===== config.mk =====
export PLATFORM = sky130hd
export DESIGN_NAME = rom_loader
export DESIGN_NICKNAME = d
export VERILOG_FILES = /design/src/rtl/rom_loader.sv
export SDC_FILE = /design/constraint.sdc
export NUM_CORES = 1
export LEC_CHECK = 0
export BUFFER_PORTS_ARGS = -buffer_cell sky130_fd_sc_hd__buf_2
export CAP_MARGIN = 20
export CORE_ASPECT_RATIO = 1.25
export CORE_MARGIN = 5
export CORE_UTILIZATION = 54
export DETAILED_ROUTE_END_ITERATION = 10
export GPL_ROUTABILITY_DRIVEN = 0
export PLACE_DENSITY = 0.83
export SYNTH_ARGS = -nofsm -noshare
export SYNTH_HDL_FRONTEND = slang
export SYNTH_SLANG_ARGS = --single-unit

===== constraint.sdc =====
create_clock -name Clk -period 5 [get_ports Clk]
set_input_delay 1 -clock Clk [delete_from_list [all_inputs] [get_ports Clk]]
set_output_delay 1 -clock Clk [all_outputs]
set_load 0.02 [all_outputs]

===== src/rtl/rom_loader.sv =====
// Loads 32 bytes from a valid/ready stream into a 32x8 store, or clears all 32 locations.
// Optional running checksum of loaded bytes is built when ROM_LOADER_CHECKSUM_EN is defined.
module rom_loader #(
   parameter int unsigned HOLD_CYCLES = 2
) (
   input  logic       Clk,
   input  logic       Reset,
   input  logic       Start,
   input  logic       ClearAll,
   input  logic [7:0] Din,
   input  logic       DinValid,
   output logic       DinReady,
   output logic       Load,
   output logic       Clear,
   output logic [4:0] A,
   output logic [7:0] D,
   output logic       Busy,
   output logic       Done,
   output logic [5:0] Count,
   output logic [7:0] Checksum
);

   localparam logic [3:0] HoldLast = 4'(HOLD_CYCLES - 1);
   localparam logic [4:0] AddrLast = 5'd31;

   typedef enum logic [2:0] {
      StIdle,
      StWaitData,
      StWrite,
      StClr,
      StDone
   } state_e;

   state_e     state_q, state_d;
   logic [4:0] addr_q, addr_d;
   logic [5:0] cnt_q, cnt_d;
   logic [7:0] data_q, data_d;
   logic [3:0] hold_q, hold_d;

   always_ff @(posedge Clk or posedge Reset) begin
      if (Reset) begin
         state_q <= StIdle;
         addr_q  <= '0;
         cnt_q   <= '0;
         data_q  <= '0;
         hold_q  <= '0;
      end else begin
         state_q <= state_d;
         addr_q  <= addr_d;
         cnt_q   <= cnt_d;
         data_q  <= data_d;
         hold_q  <= hold_d;
      end
   end

   always_comb begin
      state_d = state_q;
      addr_d  = addr_q;
      cnt_d   = cnt_q;
      data_d  = data_q;
      hold_d  = hold_q;
      unique case (state_q)
         StIdle: begin
            // ClearAll takes priority over a simultaneous Start
            if (ClearAll) begin
               addr_d  = '0;
               cnt_d   = '0;
               hold_d  = '0;
               state_d = StClr;
            end else if (Start) begin
               addr_d  = '0;
               cnt_d   = '0;
               state_d = StWaitData;
            end
         end
         StWaitData: begin
            if (DinValid) begin
               data_d  = Din;
               hold_d  = '0;
               state_d = StWrite;
            end
         end
         StWrite: begin
            if (hold_q == HoldLast) begin
               hold_d = '0;
               cnt_d  = cnt_q + 6'd1;
               if (addr_q == AddrLast) begin
                  state_d = StDone;
               end else begin
                  addr_d  = addr_q + 5'd1;
                  state_d = StWaitData;
               end
            end else begin
               hold_d = hold_q + 4'd1;
            end
         end
         StClr: begin
            if (hold_q == HoldLast) begin
               hold_d = '0;
               cnt_d  = cnt_q + 6'd1;
               if (addr_q == AddrLast) begin
                  state_d = StDone;
               end else begin
                  addr_d = addr_q + 5'd1;
               end
            end else begin
               hold_d = hold_q + 4'd1;
            end
         end
         StDone: begin
            state_d = StIdle;
         end
         default: begin
            state_d = StIdle;
         end
      endcase
   end

   // Outputs decode straight from state so reset clears them without waiting for a clock
   assign DinReady = (state_q == StWaitData);
   assign Load     = (state_q == StWrite);
   assign Clear    = (state_q == StClr);
   assign Busy     = (state_q != StIdle);
   assign Done     = (state_q == StDone);
   assign A        = addr_q;
   assign D        = data_q;
   assign Count    = cnt_q;

`ifdef ROM_LOADER_CHECKSUM_EN
   logic [7:0] csum_q, csum_d;

   always_ff @(posedge Clk or posedge Reset) begin
      if (Reset) begin
         csum_q <= '0;
      end else begin
         csum_q <= csum_d;
      end
   end

   always_comb begin
      csum_d = csum_q;
      if ((state_q == StIdle) && Start && !ClearAll) begin
         csum_d = '0;
      end else if ((state_q == StWaitData) && DinValid) begin
         csum_d = csum_q + Din;
      end
   end

   assign Checksum = csum_q;
`else
   assign Checksum = '0;
`endif

endmodule


==> impl_metrics.ini, run 1 <==
[outcome]
run_status = completed

[sta]
setup_viol = 0
setup_ws_ns = 2.305
slew_headroom = 0.6093
whs_ns = 0.5176
drv_slew = 0
timing.final.crit_share = 0.5390
post-route-min-period_ns = 2.695
worst-slew-pin-transition_ns = 0.5829
hold_viol = 0
fin_tns_setup_ns = 0
fmax_mhz = 371.0
rsz0062_at_grt = no
skew_ns = 0.001720

[clock_tree]
cts_tree = built
cts_hold_buf = 0
cts_num_sinks = 26
h-tree-depth = 1
clkLatencyLatePin_ns = 0.32
clockBufferDepth = 2
ctsResizeCount = 0
cts_setup_buffers = 0
numCtsBuffers = 3
cts.reportedPaths.clkPinSlew_ns = 0.14
clockRootBuffer = clkbuf_4

[yosys]
yosysWarningCount = 0
synth_top_area_share = 0.4610
avgSynthCellArea_um2 = 9.870
synth_area_leaders = dfrtp_1, mux2_2, o21ai_0
syn_area_um2 = 1411
yosysUniqueCellTypes = 40
yosysSeqAreaShare = 0.4610
synth-edff-count = 0
synth_flop_cell = dfrtp_1
ys_ff_latch = 26
syn-instance-count = 143
async_reset_ff_frac = 1.000
synth.largest_area_cell = dfrtp_1

[route]
drc = 0
avgRoutedWirePerCell_um = 14.48
drt_iter0_drc = 51
wl_um = 3041
ant_nets = 0
vias_per_cell = 5.652
dr.pass1.iters = 5
vias = 1187

[pwr]
p_leak_nw = 0.8352
power_density_nw_per_um2 = 541.1
ir_worst_vdd_mv = 0.3381

[global_route]
first_global_vias = 1089
grt_antenna_before_repair = 0
grt_pass1_wl_um = 5271
grt-ovfl-total = 0
grt_usage = 0.1749
grt_max_degree = 27

[die]
die_area_um2 = 3742
io_pins = 45
die_x_um = 55.73
start_util = 0.5697
die_h_um = 67.16
core-area_um2 = 2477
rows = 20

[final_layout]
layout_commonest_cell = buf_2
nets = 196
n_antenna_cell = 0
area_delta_synth_final_pct = 15.60
final_cell_mix = buf_2, dfrtp_1, nand2_1
drive_gt1_frac = 0.3051
fin_util = 0.6586

[worst_setup_path]
crit_path_end_kind = output pin
crit_required_ns = 4.00
critPathKind = reg2out
crit_path_start = state_q[1]$_DFFE_PP0P_
crit_path_max_fanout = 13
arrival_ns = 1.70
reg2reg_from = A[0]$_DFFE_PP0P_
cp-start-kind = register

[place]
dp.final_hpwl_um = 2309
place_ws_ns = 2.677
port_buffers = 36

[worst_hold_path]
holdCritPathClass = reg2reg
hold_start = D[0]$_DFFE_PP0P_

[run]
max_cap_viol_count = 0
-- flip-flops by register name, summed over array words and instances (netlist names) --
register  cells
D             8
Count         6
A             5
hold_q        4
state_q       3
-- report_power, final --
| group | switching [W] | internal [W] |
|---|---|---|
| logic | 0.000251 | 0.000165 |
| registers | 0.0000799 | 0.000281 |
| clock network | 0.0000622 | 0.0000446 |
| total | 0.000393 | 0.000490 |
-- kinds of logic after synthesis --
family                     Yosys count  share of synthesized area
muxes                                9                    0.07092
buffers and inverters               19                    0.07801
DFF                                 26                     0.4610
adders and majority gates            5                    0.04433
and+or+nand+nor                     53                     0.2057
xor gates and xnor gates             1                   0.006207
AOI/OAI and AO/OA                   29                     0.1312
other                                1                   0.002657
-- area by class of cell --
| type | instances | area (um^2) |
|---|---|---|
| timing repair buffer | 37 | 207.7 |
| clock buffer | 4 | 36.28 |
| sequential | 26 | 650.6 |
| multi-input combinational | 105 | 676.9 |
| tap | 33 | 41.29 |
| inverter | 5 | 18.77 |
| fill | 211 | 845.8 |
-- stage by stage --
step	cell area (um^2)	power, W	std cells
final	1632	0.0008829	210
after global routing	1632	0.0009578	210
after CTS	1604	0.0008821	209
after detailed placement	1568	0.0007770	205
after global placement	1568	0.0007570	205
after floorplan	1438	0.0006650	150
-- Yosys cell counts, types with 2 or more instances --
library cell	number
a21oi_1	3
nand2_1	15
nor3_1	3
o211ai_1	2
and3_1	2
o21ai_0	13
dfrtp_1	26
and2_1	2
nand2b_1	6
ha_1	5
a22o_1	3
inv_1	5
nor2_1	5
nor3b_1	2
mux2_2	8
nand3_1	7
or4_1	4
clkbuf_1	3
buf_4	8
-- layer usage --
layer | wire length (um) | global-route usage | vias up
met4 | 25 | 0.04559 | 0
met3 | 246 | 0.04015 | 4
met2 | 1567 | 0.3033 | 59
met5 | 0 | 0 | -
li1 | - | - | 561
met1 | 1201 | 0.2220 | 563
-- critical path: stages, from the launching register on --
cell     delay, ns
dfrtp_1       0.61
nor2b_1       0.37
and2_1        0.22
buf_2         0.17
-- final timing paths --
check | slack (ns) | cells after the start | endpoint
worst max-delay path | 2.30 | 3 | Clear
worst min-delay path | 0.52 | 1 | D[0]$_DFFE_PP0P_
worst max register to register | 2.68 | 6 | A[3]$_DFFE_PP0P_
worst min register to register | 0.52 | 1 | D[0]$_DFFE_PP0P_
max in group asynchronous | 4.13 | 3 | hold_q[1]$_DFFE_PP0P_
min in group asynchronous | 0.53 | 2 | D[0]$_DFFE_PP0P_
Power figures use the tool's default switching activity.
==> run 2: changes to the inputs <==
--- a/config.mk
+++ b/config.mk
@@ -9,10 +9,10 @@
 export CAP_MARGIN = 20
 export CORE_ASPECT_RATIO = 1.25
 export CORE_MARGIN = 5
-export CORE_UTILIZATION = 54
+export CORE_UTILIZATION = 50
 export DETAILED_ROUTE_END_ITERATION = 10
 export GPL_ROUTABILITY_DRIVEN = 0
-export PLACE_DENSITY = 0.83
+export PLACE_DENSITY = 0.78
 export SYNTH_ARGS = -nofsm -noshare
 export SYNTH_HDL_FRONTEND = slang
 export SYNTH_SLANG_ARGS = --single-unit
==> constraint.sdc (replaced) <==
create_clock -name Clk -period 2.5 [get_ports Clk]
set_input_delay 0.5 -clock Clk [delete_from_list [all_inputs] [get_ports Clk]]
set_output_delay 0.5 -clock Clk [all_outputs]
set_load 0.02 [all_outputs]
==> impl_metrics.ini, run 2 (same netlist as run 1, synthesis figures left out) <==
[worst_setup_path]
critPathKind = reg2reg
cp-start-kind = register
crit_path_end_kind = register
crit_path_max_fanout = 11
arrival_ns = 2.54
crit_required_ns = 2.78

[clock_tree]
numCtsBuffers = 3
cts_tree = built
clkLatencyLatePin_ns = 0.33
h-tree-depth = 1
clockBufferDepth = 2
ctsResizeCount = 0
cts_hold_buf = 0
cts_num_sinks = 26
cts.reportedPaths.clkPinSlew_ns = 0.15
clockRootBuffer = clkbuf_4
cts_setup_buffers = 0

[route]
dr.pass1.iters = 6
avgRoutedWirePerCell_um = 13.95
drc = 0
vias = 1160
vias_per_cell = 5.472
drt_iter0_drc = 18
ant_nets = 0
wl_um = 2957

[sta]
post-route-min-period_ns = 2.253
rsz0062_at_grt = no
drv_slew = 0
fin_tns_setup_ns = 0
hold_viol = 0
timing.final.crit_share = 0.9012
slew_headroom = 0.6006
worst-slew-pin-transition_ns = 0.5958
skew_ns = 0.007475
setup_ws_ns = 0.2470
setup_viol = 0
fmax_mhz = 443.9

[global_route]
grt-ovfl-total = 0
grt_usage = 0.1560
first_global_vias = 1145
grt_pass1_wl_um = 4968
grt_antenna_before_repair = 0
grt_max_degree = 27

[pwr]
ir_worst_vdd_mv = 0.5231
power_density_nw_per_um2 = 1130
p_switching_w = 0.0007906
p_leak_nw = 0.8395
switching_share = 0.4275
power_frac_seq = 0.388
pwr-share-comb = 0.452
clockPowerShare = 0.159
p_int_w = 0.001059

[place]
place_ws_ns = 0.2790
port_buffers = 36
dp.final_hpwl_um = 2271

[final_layout]
drive_gt1_frac = 0.3090
largest_reg_flops = 8
n_antenna_cell = 0
area_delta_synth_final_pct = 15.96
nets = 197
layout_commonest_cell = buf_2
final_cell_mix = buf_2, dfrtp_1, nand2_1

[die]
rows = 21
die_area_um2 = 3992
die_h_um = 69.40
start_util = 0.5215
die_x_um = 57.52
core-area_um2 = 2706
io_pins = 45

[worst_hold_path]
holdCritPathClass = in2async

[outcome]
run_status = completed

[run]
max_cap_viol_count = 0
run 2: final timing paths:
path                                   from                   end  slack [ns]  cells after the start
max                        A[0]$_DFFE_PP0P_      A[3]$_DFFE_PP0P_        0.25                      6
min                                   Reset      D[5]$_DFFE_PP0P_        0.19                      3
max reg2reg                A[0]$_DFFE_PP0P_      A[3]$_DFFE_PP0P_        0.25                      6
min reg2reg                D[7]$_DFFE_PP0P_      D[7]$_DFFE_PP0P_        0.52                      1
max in group asynchronous             Reset  Count[2]$_DFFE_PP0P_        2.06                      3
min in group Clk                     Din[7]      D[7]$_DFFE_PP0P_        0.39                      2
run 2: power by group through the flow:
stage	Sequential [W]	Clock [W]	Combinational, W
2_1_floorplan	0.000795	0	0.000535
3_3_place_gp	0.000714	0	0.000815
3_5_place_dp	0.000723	0	0.000841
4_1_cts	0.000717	0.000297	0.000844
5_1_grt	0.000745	0.000314	0.000922
6_report	0.000718	0.000294	0.000837
run 2: cell type report:
cell class                      instances  area (um^2)
Sequential cell                        26        650.6
Tap cell                               34        42.54
Fill cell                             229         1070
Timing Repair Buffer                   38        195.2
Clock buffer                            3        22.52
Clock inverter                          1        30.03
Multi-Input combinational cell        105        676.9
Inverter                                5        18.77
run 2: stage by stage:
| step | instances | area, um^2 | total power [W] | utilization | hold WS, ns |
|---|---|---|---|---|---|
| 2_1_floorplan | 150 | 1438 | 0.001330 | - | 0.4936 |
| 3_3_place_gp | 208 | 1584 | 0.001529 | 0.5853 | 0.4832 |
| 3_5_place_dp | 208 | 1584 | 0.001565 | 0.5853 | 0.4934 |
| 4_1_cts | 212 | 1637 | 0.001857 | 0.6047 | 0.2002 |
| 5_1_grt | 212 | 1637 | 0.001981 | 0.6047 | 0.2268 |
| 6_report | 212 | 1637 | 0.001849 | 0.6047 | 0.1921 |
run 2: layer usage:
metal,up-vias,track usage,share of wire
met5,-,0,0
met4,0,0.06959,0.016
met3,5,0.03911,0.10
met2,45,0.2701,0.48
met1,550,0.1753,0.40
li1,560,-,-
run 2: critical path, cell delays in order (launching register included):
cell	delay, ns
dfrtp_1	0.47
ha_1	0.23
and3_1	0.18
ha_1	0.19
or4b_4	0.55
or4_1	0.49
nand3_1	0.09
